$ cat config.mk
export PLATFORM = sky130hd
export DESIGN_NAME = if_id_stage_reg
export DESIGN_NICKNAME = d
export VERILOG_FILES = /design/src/rtl/if_id_stage_reg_pkg.sv /design/src/rtl/if_id_stage_reg_sat_counter.sv /design/src/rtl/if_id_stage_reg.sv
export SDC_FILE = /design/constraint.sdc
export NUM_CORES = 1
export LEC_CHECK = 0
export CORE_ASPECT_RATIO = 2
export CORE_MARGIN = 4
export CORE_UTILIZATION = 25
export DETAILED_ROUTE_END_ITERATION = 7
export HOLD_SLACK_MARGIN = 0.02
export PLACE_DENSITY_LB_ADDON = 0.25
export SYNTH_ARGS = -nofsm -noshare
export SYNTH_HDL_FRONTEND = slang
export SYNTH_HIERARCHICAL = 1
export SYNTH_SLANG_ARGS = --single-unit
$ cat constraint.sdc
create_clock -name clk -period 2.8 [get_ports clk]
set_input_delay 0.42 -clock clk [delete_from_list [all_inputs] [get_ports clk]]
set_output_delay 0.42 -clock clk [all_outputs]
set_load 0.05 [all_outputs]
$ cat src/rtl/if_id_stage_reg_pkg.sv
`default_nettype none
// ============================================================================
// Module   : if_id_stage_reg_pkg
// Brief    : Shared encodings for the IF/ID pipeline register.
// Revision : 1.0
// ============================================================================
package if_id_stage_reg_pkg;

    localparam int unsigned OPCODE_MSB    = 15;
    localparam int unsigned OPCODE_LSB    = 11;
    localparam int unsigned OPCODE_W      = OPCODE_MSB - OPCODE_LSB + 1;

    localparam logic [15:0]         NOP_INSTR_DEF = 16'h0800;
    localparam logic [OPCODE_W-1:0] HALT_OP_DEF   = 5'b00000;

    localparam int unsigned ST_W      = 1;
    localparam logic [ST_W-1:0] ST_RUN    = 1'b0;
    localparam logic [ST_W-1:0] ST_HALTED = 1'b1;

endpackage
`default_nettype wire

$ cat src/rtl/if_id_stage_reg_sat_counter.sv
`default_nettype none
// ============================================================================
// Module   : sat_counter
// Brief    : Up-counter with synchronous clear that sticks at all-ones.
// Revision : 1.0
// ============================================================================
module sat_counter #(
    parameter int unsigned CNT_W = 16
) (
    input  logic             clk,
    input  logic             clear,
    input  logic             inc,
    output logic [CNT_W-1:0] count
);

    localparam logic [CNT_W-1:0] CNT_MAX = '1;

    logic [CNT_W-1:0] r_count;

    always_ff @(posedge clk) begin
        if (clear) begin
            r_count <= '0;
        end else if (inc && (r_count != CNT_MAX)) begin
            r_count <= r_count + 1'b1;
        end
    end

    assign count = r_count;

endmodule
`default_nettype wire

$ cat src/rtl/if_id_stage_reg.sv
`default_nettype none
// ============================================================================
// Module   : if_id_stage_reg
// Brief    : IF/ID pipeline register with stall hold, bubble injection, HALT freeze.
// Revision : 1.0
// ============================================================================
module if_id_stage_reg
    import if_id_stage_reg_pkg::*;
#(
    parameter int unsigned          INSTR_W   = 16,
    parameter int unsigned          PC_W      = 16,
    parameter logic [INSTR_W-1:0]   NOP_INSTR = NOP_INSTR_DEF,
    parameter logic [OPCODE_W-1:0]  HALT_OP   = HALT_OP_DEF,
    parameter int unsigned          CNT_W     = 16
) (
    input  logic               clk,
    input  logic               rst,
    input  logic [INSTR_W-1:0] instr_in,
    input  logic [PC_W-1:0]    pc2_in,
    input  logic               imem_done,
    input  logic               stall,
    input  logic               flush,
    output logic [INSTR_W-1:0] instr_out,
    output logic [PC_W-1:0]    pc2_out,
    output logic               valid_out,
    output logic               pc_write_en,
    output logic               halt_seen,
    output logic [CNT_W-1:0]   stall_cnt
);

    logic [INSTR_W-1:0]  r_instr;
    logic [PC_W-1:0]     r_pc2;
    logic                r_valid;
    logic [ST_W-1:0]     r_state;
    logic [ST_W-1:0]     w_state_nxt;
    logic [OPCODE_W-1:0] w_opcode;
    logic                w_halt_at_decode;
    logic                w_cnt_inc;
    logic                w_cnt_clear;

    assign w_opcode         = r_instr[OPCODE_MSB:OPCODE_LSB];
    assign w_halt_at_decode = r_valid && (w_opcode == HALT_OP);

    always_comb begin
        w_state_nxt = r_state;
        case (r_state)
            ST_RUN: begin
                if (w_halt_at_decode && !stall && !flush) begin
                    w_state_nxt = ST_HALTED;
                end
            end
            ST_HALTED: begin
                // Only a redirect can cancel a HALT fetched down a wrong path.
                if (flush) begin
                    w_state_nxt = ST_RUN;
                end
            end
        endcase
    end

    always_ff @(posedge clk) begin
        if (!rst) begin
            r_instr <= NOP_INSTR;
            r_pc2   <= '0;
            r_valid <= 1'b0;
            r_state <= ST_RUN;
        end else begin
            r_state <= w_state_nxt;
            if (flush) begin
                r_instr <= NOP_INSTR;
                r_valid <= 1'b0;
            end else if (stall) begin
                r_instr <= r_instr;
                r_valid <= r_valid;
            end else if ((r_state == ST_HALTED) || !imem_done) begin
                r_instr <= NOP_INSTR;
                r_valid <= 1'b0;
            end else begin
                r_instr <= instr_in;
                r_pc2   <= pc2_in;
                r_valid <= 1'b1;
            end
        end
    end

    // A flush carries the redirect target, so the PC must take it regardless.
    assign pc_write_en = flush || (!stall && imem_done && (r_state == ST_RUN));

    assign w_cnt_inc   = stall && !flush;
    assign w_cnt_clear = !rst;

    sat_counter #(
        .CNT_W (CNT_W)
    ) u_stall_cnt (
        .clk   (clk),
        .clear (w_cnt_clear),
        .inc   (w_cnt_inc),
        .count (stall_cnt)
    );

    assign instr_out = r_instr;
    assign pc2_out   = r_pc2;
    assign valid_out = r_valid;
    assign halt_seen = (r_state == ST_HALTED);

endmodule
`default_nettype wire

==> metrics <==
P&R area growth vs syn 51.9%; antenna violations before repair 0; vias in the first global route roughly 2000; fraction of registers with async set/reset 0%; maximum VDD drop approximately 250 uV; via count of the routed design between 2000 and 2500; primary flip-flop cell chosen by synthesis mapping sky130_fd_sc_hd__dfxtp_1; global placer's final weighted congestion 0.747; most used routing layer in global routing met2; Die Width 72.9 um; number of endpoints with negative hold slack in the final report 0; RSZ-0062 raised after global routing no; clk sinks 50; total of hold buffers inserted after clock tree synthesis 0; TritonCTS clock tree yes; GRT Total Usage between 10% and 20%; largest incremental delay on the critical path around 0.48 ns; endpoint type of the worst setup path output pin; Die Footprint between 10000 and 15000 sq um; P per Cell Area approximately 480 nW/um^2; Tmin final 2.13 ns; number of nets in the layout between 300 and 400; clock transition at the register clock pins on the worst setup and hold paths after CTS approximately 0.060 ns; max-cap violations 0; Worst Path Arrival 1.71 ns; initial core utilization 25.6%; Max transition margin 54.9%; Fmax between 0.4 and 0.5 GHz; overflow left after global routing 0; leakage about 0.0011 uW; Clk Latency, worst-skew pair ~0.29 ns; final HPWL from detailed placement approximately 4600 um; Syn Std Cell Area roughly 2100 sq um; register bit count reported by yosys 50; count of fill cells added during filler insertion roughly 860; count of pins on the block boundary 88; final routed wire length divided by cell count approximately 15 um; period utilisation layout between 70% and 80%; grt met1 use about an eighth; chain of cells forming the critical path clkdlybuf4s50_1 -> buf_4 -> nor3b_4 -> or2_2 -> buf_12; critical path peak fanout 20; Port-buffer cells slightly below 90; transition at the pin with the smallest max-transition slack a little under 0.7 ns; worst min-delay path class register to register; pins over their slew limit 0; H-tree depth 2; number of DRC markers after the initial detailed-route iteration between 100 and 150; CTS Root Cell sky130_fd_sc_hd__clkbuf_16; Yosys warning count 6; maximum clock skew at final layout 0.00640 ns; pin count of the biggest net entering global routing 34; post-detailed-route DRC marker count 0; Post-CTS Setup Bufs 0; EDFF count, synth 0; Core Region slightly above 8000 sq um; combined area of the multi-input logic cells roughly 1000 sq um; die height 138 um; Sum Neg Setup Slack 0 ns; final setup violating endpoints 0; critical-path cell with the highest stage delay sky130_fd_sc_hd__clkdlybuf4s50_1; share of final-layout standard cells stronger than drive strength 1 between 5 and 6%; number of detailed-routing iterations run before antenna repair 4; Post-Syn Instances between 200 and 250; wirelength, routed between 6000 and 7000 um; ANT cells 0; Critical Path RT between 2 and 2.5 ns; count of antenna-violating nets left after detailed routing 0; count of cells resized by post-cts repair 0; worst hold margin 0.450 ns; detail-routed via count per cell slightly below 5; global-route wire length before repair between 9000 and 10000 um; post-synth net total 276; Critical Path Start Type input port; number of buffers created by CTS 5; status completed; FP Rows 47; crit path kind input port to output pin; met3 routing resource usage after global routing under 10%; number of distinct library cells after synthesis between 40 and 50; met2 Usage GRT about 22%; register area share after synthesis a little under half; clk buf depth 2; register area about 1000 sq um; synthesized area divided by synthesized cell count slightly below 9 sq um
[metrics by stage]
step | worst slack (ns) | area (sq um) | power, uW | util, % | instances
finish | 0.666 | 3200 | 1520 | 38.9 | 420
global route | 0.623 | 3200 | 1580 | 38.9 | 420
floorplan | 0.768 | 2110 | 855 | - | 238
global placement | 0.601 | 3070 | 950 | 37.2 | 413
CTS | 0.662 | 3200 | 1550 | 38.9 | 420
detailed placement | 0.562 | 3070 | 953 | 37.2 | 413
[cell families after synthesis]
logic type / count (synthesis) / share of synthesized area [%]
compound gates: 57 / 16.6
xor+xnor: 2 / 0.832
fa+ha+maj: 1 / 0.594
buf+inv: 20 / 4.87
flops: 50 / 47.5
mux: 2 / 1.01
simple gates: 106 / 28.5
[power by group]
| part | internal (uW) | switching, uW | total (uW) |
|---|---|---|---|
| logic | 90.5 | 109 | 200 |
| clock network | 328 | 258 | 586 |
| registers | 725 | 9.06 | 734 |
[flip-flops by register name, indices dropped and copies added, names as in the netlist]
| name | cells |
|---|---|
| halt_seen | 1 |
| instr_out | 16 |
| pc2_out | 16 |
| u_stall_cnt/count | 16 |
| valid_out | 1 |
[cell usage in the layout (no fill, tap or decap), drive strengths merged]
cell type / count
clkdlybuf4s50: 86
dfxtp: 50
nor2: 23
nand2: 23
nand3: 22
o21ai: 20
a22oi: 15
a21oi: 12
or4: 7
buf: 7
clkbuf: 7
o31ai: 6
inv: 4
nor3: 4
nor4: 4
nand4: 4
nor2b: 3
nand2b: 3
and4: 3
or3: 3
xnor2: 2
nor3b: 2
or2: 1
nor4b: 1
a21o: 1
o41ai: 1
nand3b: 1
o21a: 1
and3: 1
nor4bb: 1
mux2: 1
mux2i: 1
o311ai: 1
ha: 1
[cells in the mapped netlist, drive strengths merged, types with 6 or more instances]
master   n  area, sq um
a22oi   15          113
nand2   23         88.8
buf     10         63.8
o31ai    6         45.0
a21oi   12         60.1
clkbuf   6         23.8
or4      7         52.6
nor2    23         86.3
dfxtp   50         1000
nand3   22          110
o21ai   20          100
[path summary, 6_finish.rpt]
check / start / to / slack, ns / cells past startpoint
min: pc2_out[12]$_SDFFE_PN0P_ / pc2_out[12]$_SDFFE_PN0P_ / 0.45 / 2
min reg2reg: pc2_out[12]$_SDFFE_PN0P_ / pc2_out[12]$_SDFFE_PN0P_ / 0.45 / 2
max reg2reg: u_stall_cnt/count[0]$_SDFFE_PP0P_ / u_stall_cnt/count[0]$_SDFFE_PP0P_ / 1.02 / 6
max: stall / pc_write_en / 0.67 / 5
[cell type report]
cell class              count  share of cell area, %
well taps                  98                   3.83
inverters                   4                  0.469
clock buffers               7                   4.15
flip-flops and latches     50                   31.3
multi-input cells         168                   31.3
repair buffers             93                   28.9
[critical path: cells and delay by family]
kind	cells	cell delay [ns]
buffers and inverters	3	0.91
and+or+nand+nor	2	0.38
[layer usage]
layer / vias up / wire length (um)
li1: 1023 / -
met1: 952 / 2280
met2: 56 / 3350
met3: 9 / 374
met4: 0 / 135
met5: - / 0
Power figures use the tool's default switching activity.
